File: config.mk
export PLATFORM = sky130hd
export DESIGN_NAME = vblank_update_scheduler_flat
export DESIGN_NICKNAME = d
export VERILOG_FILES = /design/src/rtl/vblank_update_scheduler_pkg.sv /design/src/rtl/vblank_update_scheduler_if.sv /design/src/rtl/vblank_update_scheduler_first_one.sv /design/src/rtl/vblank_update_scheduler.sv /design/src/flat_wrapper.sv
export SDC_FILE = /design/constraint.sdc
export NUM_CORES = 1
export LEC_CHECK = 0
export BUFFER_PORTS_ARGS = -buffer_cell sky130_fd_sc_hd__buf_2
export CAP_MARGIN = 5
export CORE_ASPECT_RATIO = 1.5
export CORE_MARGIN = 8
export CORE_UTILIZATION = 55
export DETAILED_ROUTE_END_ITERATION = 16
export GPL_TIMING_DRIVEN = 1
export PLACE_DENSITY = 0.79
export SYNTH_ARGS = -nofsm -noshare
export SYNTH_HDL_FRONTEND = slang
export SYNTH_HIERARCHICAL = 1
export SYNTH_SLANG_ARGS = --single-unit
File: constraint.sdc
create_clock -name iCLK -period 2.05 [get_ports iCLK]
set_input_delay 0.205 -clock iCLK [delete_from_list [all_inputs] [get_ports iCLK]]
set_output_delay 0.205 -clock iCLK [all_outputs]
set_load 0.005 [all_outputs]
File: src/rtl/vblank_update_scheduler_pkg.sv
// Shared constants for the asteroids game-object update path.
// Row limits, client indices and scheduler state encodings.
package asteroids_pkg;

    localparam int V_ACTIVE    = 480;
    localparam int NUM_CLIENTS = 3;

    localparam int CL_SHIP   = 0;
    localparam int CL_BULLET = 1;
    localparam int CL_ROCK   = 2;

    localparam logic [1:0] IDLE   = 2'd0;
    localparam logic [1:0] SELECT = 2'd1;
    localparam logic [1:0] WAIT   = 2'd2;
    localparam logic [1:0] DONE   = 2'd3;

endpackage

File: src/rtl/vblank_update_scheduler_if.sv
// Client handshake bundle between the vblank scheduler and the
// game-object update modules.
interface vblank_update_scheduler_if #(
    parameter int N_CLIENTS = 3
);

    logic [N_CLIENTS-1:0] iReq;
    logic [N_CLIENTS-1:0] iDone;
    logic [N_CLIENTS-1:0] oStart;

    modport master (
        input  iReq,
        input  iDone,
        output oStart
    );

    modport slave (
        output iReq,
        output iDone,
        input  oStart
    );

endinterface

File: src/rtl/vblank_update_scheduler_first_one.sv
// Lowest-set-bit finder: one-hot mask of the lowest set bit of vec
// and its index (zero when vec is empty).
module first_one #(
    parameter int N  = 3,
    parameter int IW = (N > 1) ? $clog2(N) : 1
) (
    input  logic [N-1:0]  vec,
    output logic [N-1:0]  onehot,
    output logic [IW-1:0] idx
);

    assign onehot = vec & (~vec + N'(1));

    always_comb begin
        idx = '0;
        for (int i = N - 1; i >= 0; i--) begin
            if (vec[i]) idx = IW'(i);
        end
    end

endmodule

File: src/rtl/vblank_update_scheduler.sv
// Grants per-frame object update slots in fixed priority order,
// only while vga_sync is in vertical blank.
module vblank_update_scheduler #(
    parameter int N_CLIENTS = asteroids_pkg::NUM_CLIENTS,
    parameter int V_ACTIVE  = asteroids_pkg::V_ACTIVE,
    parameter int TIMEOUT   = 1024,
    parameter int FRAME_W   = 16
) (
    input  logic                 iCLK,
    input  logic                 iRST,
    input  logic [9:0]           iPy,
    input  logic                 iEnable,
    input  logic                 iClear,
    vblank_update_scheduler_if.master cl,
    output logic                 oBusy,
    output logic [FRAME_W-1:0]   oFrame,
    output logic                 oOverrun,
    output logic [N_CLIENTS-1:0] oTimeout
);

    import asteroids_pkg::*;

    localparam int CW = (TIMEOUT > 2) ? $clog2(TIMEOUT) : 1;
    localparam int IW = (N_CLIENTS > 1) ? $clog2(N_CLIENTS) : 1;

    logic [1:0]           state;
    logic [9:0]           py_q;
    logic [N_CLIENTS-1:0] pend;
    logic [CW-1:0]        cnt;
    logic [IW-1:0]        cur;
    logic [N_CLIENTS-1:0] sel_oh;
    logic [IW-1:0]        sel_idx;
    logic                 vb_edge;
    logic                 act_edge;

    first_one #(.N(N_CLIENTS), .IW(IW)) u_first (
        .vec    (pend),
        .onehot (sel_oh),
        .idx    (sel_idx)
    );

    assign vb_edge  = (iPy == 10'(V_ACTIVE)) && (py_q != 10'(V_ACTIVE));
    assign act_edge = (iPy == 10'd0) && (py_q != 10'd0);
    assign oBusy    = (state != IDLE);

    // A start that collides with the start of active video is dropped
    assign cl.oStart = (state == SELECT && !act_edge && !iRST)
                     ? sel_oh : '0;

    always_ff @(posedge iCLK) begin
        if (iRST) py_q <= '0;
        else      py_q <= iPy;
    end

    always_ff @(posedge iCLK) begin
        if (iRST) begin
            state    <= IDLE;
            pend     <= '0;
            cnt      <= '0;
            cur      <= '0;
            oFrame   <= '0;
            oOverrun <= 1'b0;
            oTimeout <= '0;
        end else begin
            if (iClear) begin
                oOverrun <= 1'b0;
                oTimeout <= '0;
            end
            if (state != IDLE && act_edge) begin
                oOverrun <= 1'b1;
                pend     <= '0;
                state    <= IDLE;
            end else begin
                case (state)
                    IDLE: begin
                        if (vb_edge && iEnable) begin
                            pend  <= cl.iReq;
                            state <= SELECT;
                        end
                    end
                    SELECT: begin
                        if (pend == '0) begin
                            state <= DONE;
                        end else begin
                            pend  <= pend & ~sel_oh;
                            cur   <= sel_idx;
                            cnt   <= '0;
                            state <= WAIT;
                        end
                    end
                    WAIT: begin
                        if (cl.iDone[cur]) begin
                            state <= SELECT;
                        end else if (cnt == CW'(TIMEOUT - 1)) begin
                            oTimeout[cur] <= 1'b1;
                            state         <= SELECT;
                        end else begin
                            cnt <= cnt + CW'(1);
                        end
                    end
                    DONE: begin
                        oFrame <= oFrame + FRAME_W'(1);
                        state  <= IDLE;
                    end
                    default: state <= IDLE;
                endcase
            end
        end
    end

endmodule

File: src/flat_wrapper.sv
// flat-port wrapper written by rule: the top's interface ports become plain ports
module vblank_update_scheduler_flat import asteroids_pkg::*;
#(
    parameter int N_CLIENTS = asteroids_pkg::NUM_CLIENTS,
    parameter int V_ACTIVE  = asteroids_pkg::V_ACTIVE,
    parameter int TIMEOUT   = 1024,
    parameter int FRAME_W   = 16
)
  (iCLK, iRST, iPy, iEnable, iClear, oBusy, oFrame, oOverrun, oTimeout, cl_iReq, cl_iDone, cl_oStart);
  vblank_update_scheduler_if #(.N_CLIENTS(N_CLIENTS)) cl_i ();
  input  logic iCLK;
  input  logic iRST;
  input  logic [9:0] iPy;
  input  logic iEnable;
  input  logic iClear;
  output logic oBusy;
  output logic [FRAME_W-1:0] oFrame;
  output logic oOverrun;
  output logic [N_CLIENTS-1:0] oTimeout;
  input wire logic [$bits(cl_i.iReq)-1:0] cl_iReq;
  input wire logic [$bits(cl_i.iDone)-1:0] cl_iDone;
  output wire logic [$bits(cl_i.oStart)-1:0] cl_oStart;
  assign cl_i.iReq = cl_iReq;
  assign cl_i.iDone = cl_iDone;
  assign cl_oStart = cl_i.oStart;
  vblank_update_scheduler #(.N_CLIENTS(N_CLIENTS), .V_ACTIVE(V_ACTIVE), .TIMEOUT(TIMEOUT), .FRAME_W(FRAME_W)) u_core (.iCLK(iCLK), .iRST(iRST), .iPy(iPy), .iEnable(iEnable), .iClear(iClear), .cl(cl_i), .oBusy(oBusy), .oFrame(oFrame), .oOverrun(oOverrun), .oTimeout(oTimeout));
endmodule
* Yosys cells after proc, flatten, opt, wreduce, memory -nomap -nowiden
Index checks and enable logic that the tools add are counted.
** Operators by class
- Add/sub/neg operators :: 3
- $lt $le $gt $ge :: 2
- Equality and inequality tests :: 11
- Mux-type cells :: 28
- Bitwise logic cells :: 7
- Reduce and logical (&&, ||, !) cells :: 23
** Operator list (number)
- 2-to-1 mux 10 bit :: 3
- 2-to-1 mux 3 bit :: 9
- case mux 10 bit (2 select lines) :: 1
- adder 16 x 1 -> 16 bit, second input constant :: 1
- 2-to-1 mux 2 bit :: 6
- adder 10 x 1 -> 10 bit, second input constant :: 1
- equality test 10 bit, second input constant :: 1
- equality test 10 x 9 -> 1 bit, second input constant :: 1
- zero test 10 bit :: 1
- != test 10 x 9 -> 1 bit, second input constant :: 1
- nonzero test 10 bit :: 1
- case mux 2 bit (4 select lines) :: 1
- nonzero test 2 bit :: 4
- logical AND 1 bit :: 7
- AND 3 bit :: 2
- != test 2 bit, second input constant :: 3
- NOT 3 bit :: 2
- case mux 3 bit (2 select lines) :: 1
- AND reduction 3 bit :: 2
- 2-to-1 mux 1 bit :: 5
- AND reduction 5 bit :: 1
- equality test 2 bit, second input constant :: 2
- AND reduction 2 bit :: 2
- adder 3 x 1 -> 3 bit, second input constant :: 1
- 13 further kinds :: 15
** Word-level totals
- Register bits :: 47
- Bits of input ports :: 20
- Output and inout port bits :: 24
- Word-level logic and storage cells :: 82

* Depth between registers and ports, before layout
Gate-level depths: netlist (run 1).
- Word-level depth :: 9
- Mapped depth :: 7
- Depth with buffers taken out :: 6

* Modules after synthesis
Netlist (run 1), hierarchy kept.
** By module, submodules not included
- vblank_update_scheduler :: instances 1, cells an instance 253, area each 2253.4 um2, seq. area each 940.9 um2
- first_one :: instances 1, cells an instance 5, area each 38.8 um2, seq. area each 0.0 um2

* Worst setup path before layout (run 1)
Ideal clock, no wire load.
- Path kind :: reg-to-reg
- Start point :: reg u_core.cnt[0]
- End point :: reg u_core.cnt[9]
- Setup time :: 71 ps
- Arrival :: 1625 ps
- Required time :: 1979 ps
- Setup slack :: 354 ps
- Cell stages (with the launch flop) :: 7
- Path buffers :: 0
- Clock period less this slack :: 1696 ps
- Cell sequence :: dfxtp_1 ha_1 and3_1 nand4_1 a31oi_2 or4_1 a21oi_1
** Between the ends
- Longest elaborated chain between the ends :: 4
- Elaborated cells between the ends (all ways) :: 7
- Classes of those cells :: add/sub: 1; eq/ne: 2; mux: 3; reduce/logical: 1
** RTL lines
- from (decl) :: line vblank_update_scheduler.sv:29 : logic [CW-1:0] cnt;
- from (signal assigned) :: line vblank_update_scheduler.sv:98 : cnt <= cnt + CW'(1);
- adder 10 x 1 -> 10 bit :: line vblank_update_scheduler.sv:98
- 2-to-1 mux 10 bit :: line vblank_update_scheduler.sv:94 : end else if (cnt == CW'(TIMEOUT - 1)) begin
- 2-to-1 mux 10 bit :: line vblank_update_scheduler.sv:92 : if (cl.iDone[cur]) begin
- case mux 10 bit (2 select lines) :: line vblank_update_scheduler.sv:74 : case (state)
Parallel ways exist; a longest one is shown, timed or not. The select of a mux whose other input is x is not followed.
A chain may end at the register's enable or synchronous reset.

* Worst setup path in the final report (run 1)
- Start point :: reg u_core.py_q[2]
- End point :: out cl_oStart[0]
** Between the ends
- Longest elaborated chain between the ends :: 6
** RTL lines
- from (decl) :: line vblank_update_scheduler.sv:27 : logic [9:0] py_q;
- from (signal assigned) :: line vblank_update_scheduler.sv:52 : else py_q <= iPy;
- nonzero test 10 bit :: line vblank_update_scheduler.sv:43 : assign act_edge = (iPy == 10'd0) && (py_q != 10'd0);
- logical AND 1 bit :: line vblank_update_scheduler.sv:43
- zero test 1 bit :: line vblank_update_scheduler.sv:47 : assign cl.oStart = (state == SELECT && !act_edge && !iRST)
- logical AND 1 bit (2 in series) :: line vblank_update_scheduler.sv:47
- 2-to-1 mux 3 bit :: line vblank_update_scheduler.sv:48 : ? sel_oh : '0;
- to (decl) :: line flat_wrapper.sv:22 : output wire logic [$bits(cl_i.oStart)-1:0] cl_oStart;
Every way passes these cells.

==> results of run 1 <==
==> how the worst min path moves through the flow <==
stage,startpoint,to,cells after the start
after floorplan,iPy[0],u_core/py_q[0],1
after global placement,iPy[6],u_core/py_q[6],2
after detailed placement,u_core/oTimeout[2],u_core/oTimeout[2],1
after CTS,cl_iReq[2],u_core/pend[2],3
after global routing,cl_iReq[0],u_core/pend[0],3
final,cl_iReq[2],u_core/pend[2],3
==> cells in the final DEF (no fill, tap or decap), types with 4 or more instances in the layout <==
| master | instances |
|---|---|
| inv_1 | 5 |
| o21ai_0 | 17 |
| dfxtp_1 | 46 |
| o2111ai_1 | 5 |
| buf_4 | 12 |
| clkbuf_8 | 6 |
| or3_1 | 6 |
| xnor2_1 | 8 |
| nand2_1 | 11 |
| nor4_1 | 4 |
| nor2_1 | 27 |
| a21oi_1 | 15 |
| nor2b_1 | 14 |
| xor2_1 | 5 |
| and3_1 | 9 |
| nand4_1 | 6 |
| buf_2 | 43 |
| nand3_1 | 7 |
==> logic make-up after synthesis <==
kind of cell             Yosys count
AO/OA/AOI/OAI                     62
multiplexers                       4
buffers and inverters             18
flip-flops                        47
AND/OR/NAND/NOR                  112
adder cells (fa/ha/maj)            2
XOR/XNOR                          13
==> worst register-to-register path, stage by stage, from the launching register on <==
cell and delay [ns]:
dfxtp_2 0.34, nor4_4 0.33, and3_4 0.26, buf_4 0.20, o21ai_0 0.19, or3_1 0.39
a21oi_1 0.14
==> metrics by stage <==
stage | power [uW] | area [um2] | util, %
after floorplan | 992.4 | 2292 | -
after global placement | 1030 | 2591 | 63.20
after detailed placement | 1032 | 2591 | 63.20
after CTS | 1728 | 2728 | 66.52
after global routing | 1768 | 2761 | 67.35
final | 1717 | 2761 | 67.35
==> flip-flops by register name, summed over array words and instances, names as in the netlist <==
| register | count |
|---|---|
| u_core/pend | 3 |
| u_core/cur | 2 |
| u_core/py_q | 10 |
| u_core/cnt | 10 |
| u_core/oFrame | 16 |
| u_core/oTimeout | 3 |
| u_core/oOverrun | 1 |
| u_core/state | 2 |
==> synth_stat cells, drive strengths merged, types with 3 or more instances <==
library cell  instances
and4                  3
or3                   6
buf                   6
nor4                  8
nor3                  3
o21a                  3
inv                   5
o21ai                20
xor2                  5
mux2i                 3
dfxtp                47
nor2                 28
nand3                 8
nand4                 6
clkbuf                7
nor2b                14
and3                 10
nor4b                 4
a2111oi               4
nand2                11
xnor2                 8
nor3b                 3
a211oi                3
o2111ai               5
a21oi                15
==> final cells by class <==
type,instances,area [um2]
tap,46,57.56
timing repair buffer,55,305.3
clock inverter,2,35.03
fill,336,1339
multi-input combinational,193,1320
clock buffer,6,82.58
sequential,47,942.2
inverter,5,18.77
==> power by group through the flow <==
stage                     Sequential [uW]  Combinational [uW]  Clock (uW)
final                                 931                84.6         701
after global routing                  933                93.1         742
after CTS                             930                81.6         717
after detailed placement              951                80.7           0
after global placement                951                79.3           0
after floorplan                       950                42.5           0
==> per-layer routing <==
metal  part of all wire (%)  wire, um  up-vias
met5                      0         0        -
met4                    2.8       161        0
li1                       -         -     1043
met2                     53      2988       69
met3                    5.5       312       17
met1                     39      2226     1019
==> timing repair <==
item,in CTS,in global routing
setup endpoints to repair,3,5
hold buffers,0,0
cloned,0,0
gates resized for setup,3,8
pin swaps,1,4
==> flow_summary.yaml, run 1 <==
sta:
  period_share_pct: 94.06
  slew_violations: 0
  hold_viol_final: 0
  skew_ns: 0.005330
  relSlewSlack_pct: 66.36
  fin_crit_ns: 1.928
  worstMarginPinSlew_ns: 0.4919
  grt_setup_unrepaired: "false"
  timing.setup.tns_ns: 0
  worst_slack_ns: 0.1218
  setup_viol: 0
  holdWs_ns: 0.1452
  max_freq_mhz: 518.6
setup_path:
  r2r_cells: 6
  crit_type: "register to output pin"
  cp-startpoint: "u_core/py_q[2]"
  crit_required_ns: 1.85
  cp_cell_sequence: "nor4_4, and3_4, nor2_4, nor4b_4, buf_2"
  rr_endpoint: "u_core/oFrame[14]"
  worstSetupEndpointType: "output pin"
  slowest_delay_ns: 0.34
  r2r_slack_ns: 0.13
  cp_slowest_cell: "dfxtp_2"
  arrival_ns: 1.72
  crit_cells: 5
  rr_startpoint: "u_core/py_q[2]"
  crit_end: "cl_oStart[0]"
  crit_path_start_kind: "register"
  critPathTopFamily: "simple AND/OR/NAND/NOR gates"
  path_buf_inv: 1
  critical_path.max_fanout: 7
global_routing:
  use_met1_pct: 18.14
  use_met2_pct: 33.23
  antenna_found_initial: 0
  use_met3_pct: 4.235
  grtUsageTotal_pct: 17.91
  grt.overflow.total: 0
  grt.busiest_layer: "met2"
  grt_max_degree: 24
  grt_first_pass_wirelength_um: 9142
  grt_pass1_vias: 2110
clocking:
  cts_buffers: 5
  post-cts-setup-buffer-count: 0
  htreeDepth: 2
  clkTransAtPathRegs_ns: 0.09
  clock-sinks: 47
  clockBufferDepth: 2
  cts.root.buffer_cell: "clkbuf_8"
  cts_tree: "built"
  clock_latency_ns: 0.29
detailed_routing:
  vias: 2148
  drcViolationCount: 0
  first_pass_iters: 4
  drtIter0Drc: 94
  wl_per_cell_um: 16.07
  final_antenna_net_count: 0
  postRouteWirelength_um: 5690
  vias_per_cell: 6.068
synthesis:
  synth_warnings: 6
  ys_seq_area_share_pct: 41.05
  synthAdderAreaFrac_pct: 1.092
  synth_edf_count: 0
  postSynth.asyncResetShare_pct: 0
  synth_cell_types: 49
  synth_seq_cells: 47
  synthMuxAreaShare_pct: 1.801
  synth_top_cell_area_share_pct: 41.05
  synthXorXnorAreaFrac_pct: 4.967
  syn_area_mm2: 0.002292
  synth_compound_area_share_pct: 18.12
  syn_nets: 280
  yosys-top-cells-area: "dfxtp_1 (41%), nor2_1 (4.6%), nor2b_1 (3.8%)"
  avgSynthCellArea_um2: 8.884
  synth_top_area_cell: "dfxtp_1"
  synth_top_family_by_area: "simple AND/OR/NAND/NOR gates"
  synth-simple-area-share_pct: 29.37
  ys_dominant_reg_cell: "dfxtp_1"
  syn_inst: 258
layout:
  nets: 329
  diodes: 0
  syn_to_final_growth_pct: 20.47
  fin_cells: 354
  drive_gt1_share_pct: 26.62
status:
  outcome: "finished clean"
power:
  power.switching_uw: 364.1
  p_comb_share_pct: 4.9
  internal_power_uw: 1353
  power_frac_seq_pct: 54.2
  peakVddDrop_mv: 0.6484
  powerDensity_mw_per_mm2: 621.9
  p_leak_uw: 0.001056
  sw_frac_of_total_pct: 21.21
  power.share.clock_pct: 40.9
die:
  dieArea_mm2: 0.006532
  num_rows: 29
  start_util_pct: 55.90
  die_w_um: 68.71
  core_area_mm2: 0.004100
  io_pins: 44
  die_h_um: 95.07
placed_design:
  io_buffers: 43
  pre_cts_ws_ns: 0.1726
  dp_hpwl_um: 4225
  dp_cells: 346
  routabilityCongestion: 0.8187
min_path:
  worst_hold_path_type: "primary input to register"
flow_run:
  max_cap_violations: 0
Power figures use the tool's default switching activity.
==> run 2, diff against run 1 <==
Settings changed: CELL_PAD_IN_SITES_DETAIL_PLACEMENT from default to 2, CELL_PAD_IN_SITES_GLOBAL_PLACEMENT from default to 2, CORE_UTILIZATION 55 to 35, PLACE_DENSITY 0.79 to default, PLACE_DENSITY_LB_ADDON from default to 0.1.
Clock period 2.05 ns to 2.4 ns, I/O delays scaled along.
==> run 2 against run 1 <==
  * Clock power shrank 13%
  * Critical path depth is 1 higher
  * Final area decreased by 1.3%
  * Non-clock buffer count down 4
  * Register-to-register slack improved by 0.16 ns
  * First-iteration DRC count is 44% lower
  * Combinational power fell by 15%
  * Setup slack better by 0.11 ns
  * Global-route usage shrank 2.1 points
==> flow_summary.yaml, run 2 (synthesis gave the netlist of run 1 again) <==
sta:
  worstMarginPinSlew_ns: 0.7268
  skew_ns: 0.007124
  hold_viol_final: 0
  fin_crit_ns: 2.169
  period_share_pct: 90.36
  relSlewSlack_pct: 51.39
  slew_violations: 0
  setup_viol: 0
  worst_slack_ns: 0.2314
  timing.setup.tns_ns: 0
  grt_setup_unrepaired: "false"
  max_freq_mhz: 461.1
layout:
  multiInputGateArea_mm2: 0.001277
  final_common_cell: "dfxtp_1"
  drive_gt1_share_pct: 23.68
  regMostFlops: "u_core/oFrame"
  largest_reg_flops: 16
  diodes: 0
  layout_common_cells: "dfxtp_1 (47), buf_2 (43), nor2_1 (28)"
  nets: 325
  reg.largest.list: "u_core/oFrame: 16 flops, u_core/cnt: 10 flops, u_core/py_q: 10 flops"
  syn_to_final_growth_pct: 18.89
  fillers: 760
  regArea_um2: 940.9
die:
  die_w_um: 82.08
  io_pins: 44
  dieArea_mm2: 0.009448
  num_rows: 36
  core_area_mm2: 0.006441
  die_h_um: 115.1
  start_util_pct: 35.59
power:
  power_frac_seq_pct: 53.8
  sw_frac_of_total_pct: 21.87
  p_leak_uw: 0.001039
  peakVddDrop_mv: 0.2966
  internal_power_uw: 1154
  power.share.clock_pct: 41.3
  total_power_uw: 1477
  p_comb_share_pct: 4.9
  power.switching_uw: 323.1
  powerDensity_mw_per_mm2: 542.1
setup_path:
  worstSetupEndpointType: "output pin"
  critPathTopFamily: "simple AND/OR/NAND/NOR gates"
  rr_startpoint: "u_core/cur[1]"
  crit_type: "register to output pin"
  rr_endpoint: "u_core/cnt[9]"
  cp_slowest_cell: "dfxtp_1"
  r2r_slack_ns: 0.29
  slowest_delay_ns: 0.33
  r2r_cells: 5
  critical_path.max_fanout: 12
  path_buf_inv: 2
  cp_cell_sequence: "nor4_4, and3_1, nor2_1, buf_4, nor4b_1, buf_2"
  arrival_ns: 1.93
  crit_path_start_kind: "register"
  crit_required_ns: 2.16
min_path:
  holdPathEnd: "u_core/pend[0]"
  hold_path_startpoint: "cl_iReq[0]"
  worst_hold_path_type: "primary input to register"
  hold_path_depth: 3
detailed_routing:
  drcViolationCount: 0
  vias: 2141
  drtIter0Drc: 53
  postRouteWirelength_um: 6853
  final_antenna_net_count: 0
  wl_per_cell_um: 18.03
  first_pass_iters: 4
  vias_per_cell: 5.634
clocking:
  cts_buffers: 5
  htreeDepth: 2
  clock-sinks: 47
  clock_latency_ns: 0.30
  clkTransAtPathRegs_ns: 0.09
  cts_tree: "built"
  clockBufferDepth: 2
  cts.root.buffer_cell: "clkbuf_8"
placed_design:
  dp_hpwl_um: 5307
  io_buffers: 43
  pre_cts_ws_ns: 0.2859
  routabilityCongestion: 0.7397
global_routing:
  grtUsageTotal_pct: 15.86
  grt_pass1_vias: 2396
  antenna_found_initial: 0
  grt_first_pass_wirelength_um: 11640
  grt_max_degree: 31
  grt.overflow.total: 0
flow_run:
  max_cap_violations: 0
status:
  outcome: "finished clean"
run 2: cell count changes in the layout (fill, tap and decap cells not counted), sizes merged:
cell / delta
buf: -4
run 2: per-stage QoR:
stage                     util [%]  instance area (um2)  hold slack (ns)  std cells
after floorplan                  -                 2292           0.3682        258
after global routing         42.31                 2725           0.1707        380
after global placement       40.35                 2599           0.4472        372
final                        42.31                 2725           0.1725        380
after detailed placement     40.35                 2599           0.4617        372
after CTS                    42.17                 2716           0.1622        380
run 2: power groups by stage:
stage               Sequential, uW  Clock, uW  Combinational, uW
global placement               812          0               69.7
floorplan                      811          0               36.3
detailed placement             813          0               71.5
CTS                            794        639               72.0
global route                   797        666               79.8
finish                         795        610               71.6
run 2: repair_timing:
item                                    in CTS  in global routing
resized for setup                            0                  1
endpoints found under the hold margin        0                  0
setup buffers                                0                  0
hold buffers                                 0                  0
endpoints found under the setup margin       0                  2
run 2: area by class of cell:
cell class	instances	share of cell area (%)
clock buffers	6	3.030
clock inverters	2	1.286
inverters	5	0.6887
multi-input cells	193	46.88
flip-flops and latches	47	34.53
well taps	76	3.489
repair buffers	51	10.10
run 2: worst max-delay path by stage:
stage              startpoint            end  slack (ns)  depth (start not counted)
2_1_floorplan   u_core/cnt[0]  u_core/cnt[9]        0.70                          6
3_3_place_gp    u_core/cur[1]  u_core/cnt[9]        0.39                          5
3_5_place_dp    u_core/cur[1]  u_core/cnt[9]        0.29                          5
4_1_cts        u_core/py_q[5]   cl_oStart[1]        0.14                          6
5_1_grt        u_core/py_q[5]   cl_oStart[1]        0.03                          6
6_report       u_core/py_q[1]   cl_oStart[1]        0.23                          6
run 2: layer usage:
layer  GRT usage [%]  vias up  routed length, um
li1                -     1034                  -
met1           17.51     1060               2830
met2           28.33       39               3679
met3           3.521        8                259
met4           5.647        0                 84
met5               0        -                  0
run 2: worst reg2reg max path: cells and delay by family (launching register included):
kind,cells,cell delay [ns]
AO/OA/AOI/OAI,3,0.91
buffers and inverters,1,0.12
flip-flops,1,0.47
AND/OR/NAND/NOR,1,0.56
==> run 3, diff against run 2 <==
Settings changed: PLACE_DENSITY from default to 0.89, PLACE_DENSITY_LB_ADDON 0.1 to default, SYNTH_HIERARCHICAL 1 to default.
==> run 3 against run 2 <==
  * Die area rose by 0.73%
  * Clock skew barely moved
  * Sequential power barely moved
  * Critical path type unchanged
  * Largest cell class unchanged
==> flow_summary.yaml, run 3 <==
status:
  outcome: "finished clean"
setup_path:
  crit_required_ns: 2.16
  crit_cells: 6
  cp_slowest_cell: "nor4_1"
  crit_type: "register to output pin"
  r2r_cells: 6
  worstSetupEndpointType: "output pin"
  slowest_delay_ns: 0.42
  cp_cell_sequence: "nor4_2, and3_1, nor2_1, buf_4, nor4_1, buf_2"
  critPathTopFamily: "simple AND/OR/NAND/NOR gates"
  critical_path.max_fanout: 7
  path_buf_inv: 2
  arrival_ns: 2.07
  crit_path_start_kind: "register"
synthesis:
  synth_most_common_cell: "dfxtp_1"
  postSynth.asyncResetShare_pct: 0
  syn_area_mm2: 0.002312
  synth_top_area_cell: "dfxtp_1"
  synth_top_cell_area_share_pct: 40.69
  synthTopCellsByCount: "dfxtp_1 (47), nor2_1 (25), a21oi_1 (17)"
  synth_edf_count: 0
  ys_dominant_reg_cell: "dfxtp_1"
  synth_warnings: 0
  ys_seq_area_share_pct: 40.69
  synth_cell_types: 48
  synth_seq_cells: 47
  syn_inst: 258
  avgSynthCellArea_um2: 8.962
  yosys-top-cells-area: "dfxtp_1 (41%), nor2_1 (4.1%), nor2b_1 (3.8%)"
  syn_nets: 280
sta:
  holdWs_ns: 0.1610
  skew_ns: 0.006960
  worst_slack_ns: 0.08515
  slew_violations: 0
  hold_viol_final: 0
  timing.setup.tns_ns: 0
  relSlewSlack_pct: 62.22
  max_freq_mhz: 432.0
  period_share_pct: 96.45
  worstMarginPinSlew_ns: 0.5667
  fin_crit_ns: 2.315
  setup_viol: 0
  grt_setup_unrepaired: "false"
clocking:
  clock_latency_ns: 0.31
  clkTransAtPathRegs_ns: 0.09
  clockBufferDepth: 2
  clock-sinks: 47
  htreeDepth: 2
  cts_buffers: 5
  cts.root.buffer_cell: "clkbuf_8"
  cts_tree: "built"
  ctsHoldBuffers: 0
layout:
  final_util_pct: 41.94
  nets: 325
  final_common_cell: "dfxtp_1"
  layout_common_cells: "dfxtp_1 (47), buf_2 (43), nor2_1 (25)"
  syn_to_final_growth_pct: 16.83
  diodes: 0
  largest_reg_flops: 16
  drive_gt1_share_pct: 23.76
  reg.largest.list: "u_core.oFrame: 16 flops, u_core.cnt: 10 flops, u_core.py_q: 10 flops"
  regMostFlops: "u_core.oFrame"
power:
  p_comb_share_pct: 5.4
  internal_power_uw: 1044
  p_leak_uw: 0.001036
  sw_frac_of_total_pct: 23.69
  peakVddDrop_mv: 0.2956
  power_frac_seq_pct: 58.0
  power.share.clock_pct: 36.6
  powerDensity_mw_per_mm2: 506.5
  power.switching_uw: 324.1
  total_power_uw: 1368
global_routing:
  grtUsageTotal_pct: 15.83
  grt.overflow.total: 0
  grt_max_degree: 21
  antenna_found_initial: 0
  grt_pass1_vias: 2336
  grt_first_pass_wirelength_um: 11620
die:
  io_pins: 44
  num_rows: 36
  die_w_um: 82.37
  core_area_mm2: 0.006441
  start_util_pct: 35.90
  dieArea_mm2: 0.009517
  die_h_um: 115.5
detailed_routing:
  postRouteWirelength_um: 7155
  drcViolationCount: 0
  wl_per_cell_um: 18.88
  drtIter0Drc: 62
  first_pass_iters: 4
  vias: 2144
  vias_per_cell: 5.657
  final_antenna_net_count: 0
placed_design:
  dp_hpwl_um: 5681
  io_buffers: 43
  pre_cts_ws_ns: 0.2737
  routabilityCongestion: 0.8108
min_path:
  hold_path_depth: 3
  worst_hold_path_type: "primary input to register"
flow_run:
  max_cap_violations: 0
[run 3: cell types whose count changed in the layout (fill, tap and decap cells not counted), moves of 4 or more]
| cell | change |
|---|---|
| nand3b_1 | +5 |
| a21o_1 | +4 |
| a2111oi_0 | -4 |
| a2111oi_2 | +4 |
| nand3_1 | +4 |
| o21ai_0 | -11 |
[run 3: repair_timing]
item	in CTS	in global routing
setup buffers	0	0
endpoints found under the setup margin	0	2
gates resized for setup	0	1
[run 3: cell type report]
type | count | area [um2]
multi-input cells | 194 | 1287
well taps | 76 | 95.09
inverters | 4 | 15.01
repair buffers | 51 | 275.3
fillers | 753 | 3740
clock buffers | 6 | 82.58
flip-flops and latches | 47 | 940.9
clock inverters | 1 | 5.005
[run 3: layer usage]
metal	global-route usage [%]	part of all wire, %	up-vias
met5	0	0	-
met4	8.000	3.2	0
met3	3.106	3.3	14
met2	29.94	57	39
met1	15.29	36	1063
li1	-	-	1028
[run 3: path summary, 6_finish.rpt]
check / startpoint / to / slack, ns
setup reg to reg: u_core.cnt[0] / u_core.cnt[9] / 0.26
hold reg to reg: u_core.oTimeout[1] / u_core.oTimeout[1] / 0.48
hold / removal: cl_iReq[0] / u_core.pend[0] / 0.16
setup / recovery: u_core.py_q[1] / cl_oStart[2] / 0.09
[run 3: per-stage QoR]
step	instance area [um2]	instances
after detailed placement	2608	372
after global routing	2701	379
after global placement	2608	372
final	2701	379
after CTS	2695	379
after floorplan	2312	258
[run 3: worst reg2reg max path, stage by stage (launching register included)]
cell     delay [ns]
dfxtp_1        0.34
ha_1           0.23
and3_4         0.21
and4_4         0.19
o21a_1         0.38
or4_1          0.58
a21oi_1        0.16
[run 3: cell families after synthesis]
| logic type | share of synthesized area [%] |
|---|---|
| adders and majority gates | 1.082 |
| and+or+nand+nor | 31.17 |
| AOI/OAI and AO/OA | 16.34 |
| xor gates and xnor gates | 4.546 |
| buffers and inverters | 3.895 |
| DFF | 40.69 |
| muxes | 2.273 |
[run 3: power by group through the flow]
stage | Clock [uW] | Sequential (uW) | Combinational (uW)
2_1_floorplan | 0 | 810 | 36.5
3_3_place_gp | 0 | 810 | 71.8
3_5_place_dp | 0 | 811 | 74.4
4_1_cts | 515 | 793 | 74.6
5_1_grt | 535 | 795 | 81.5
6_report | 501 | 793 | 73.7
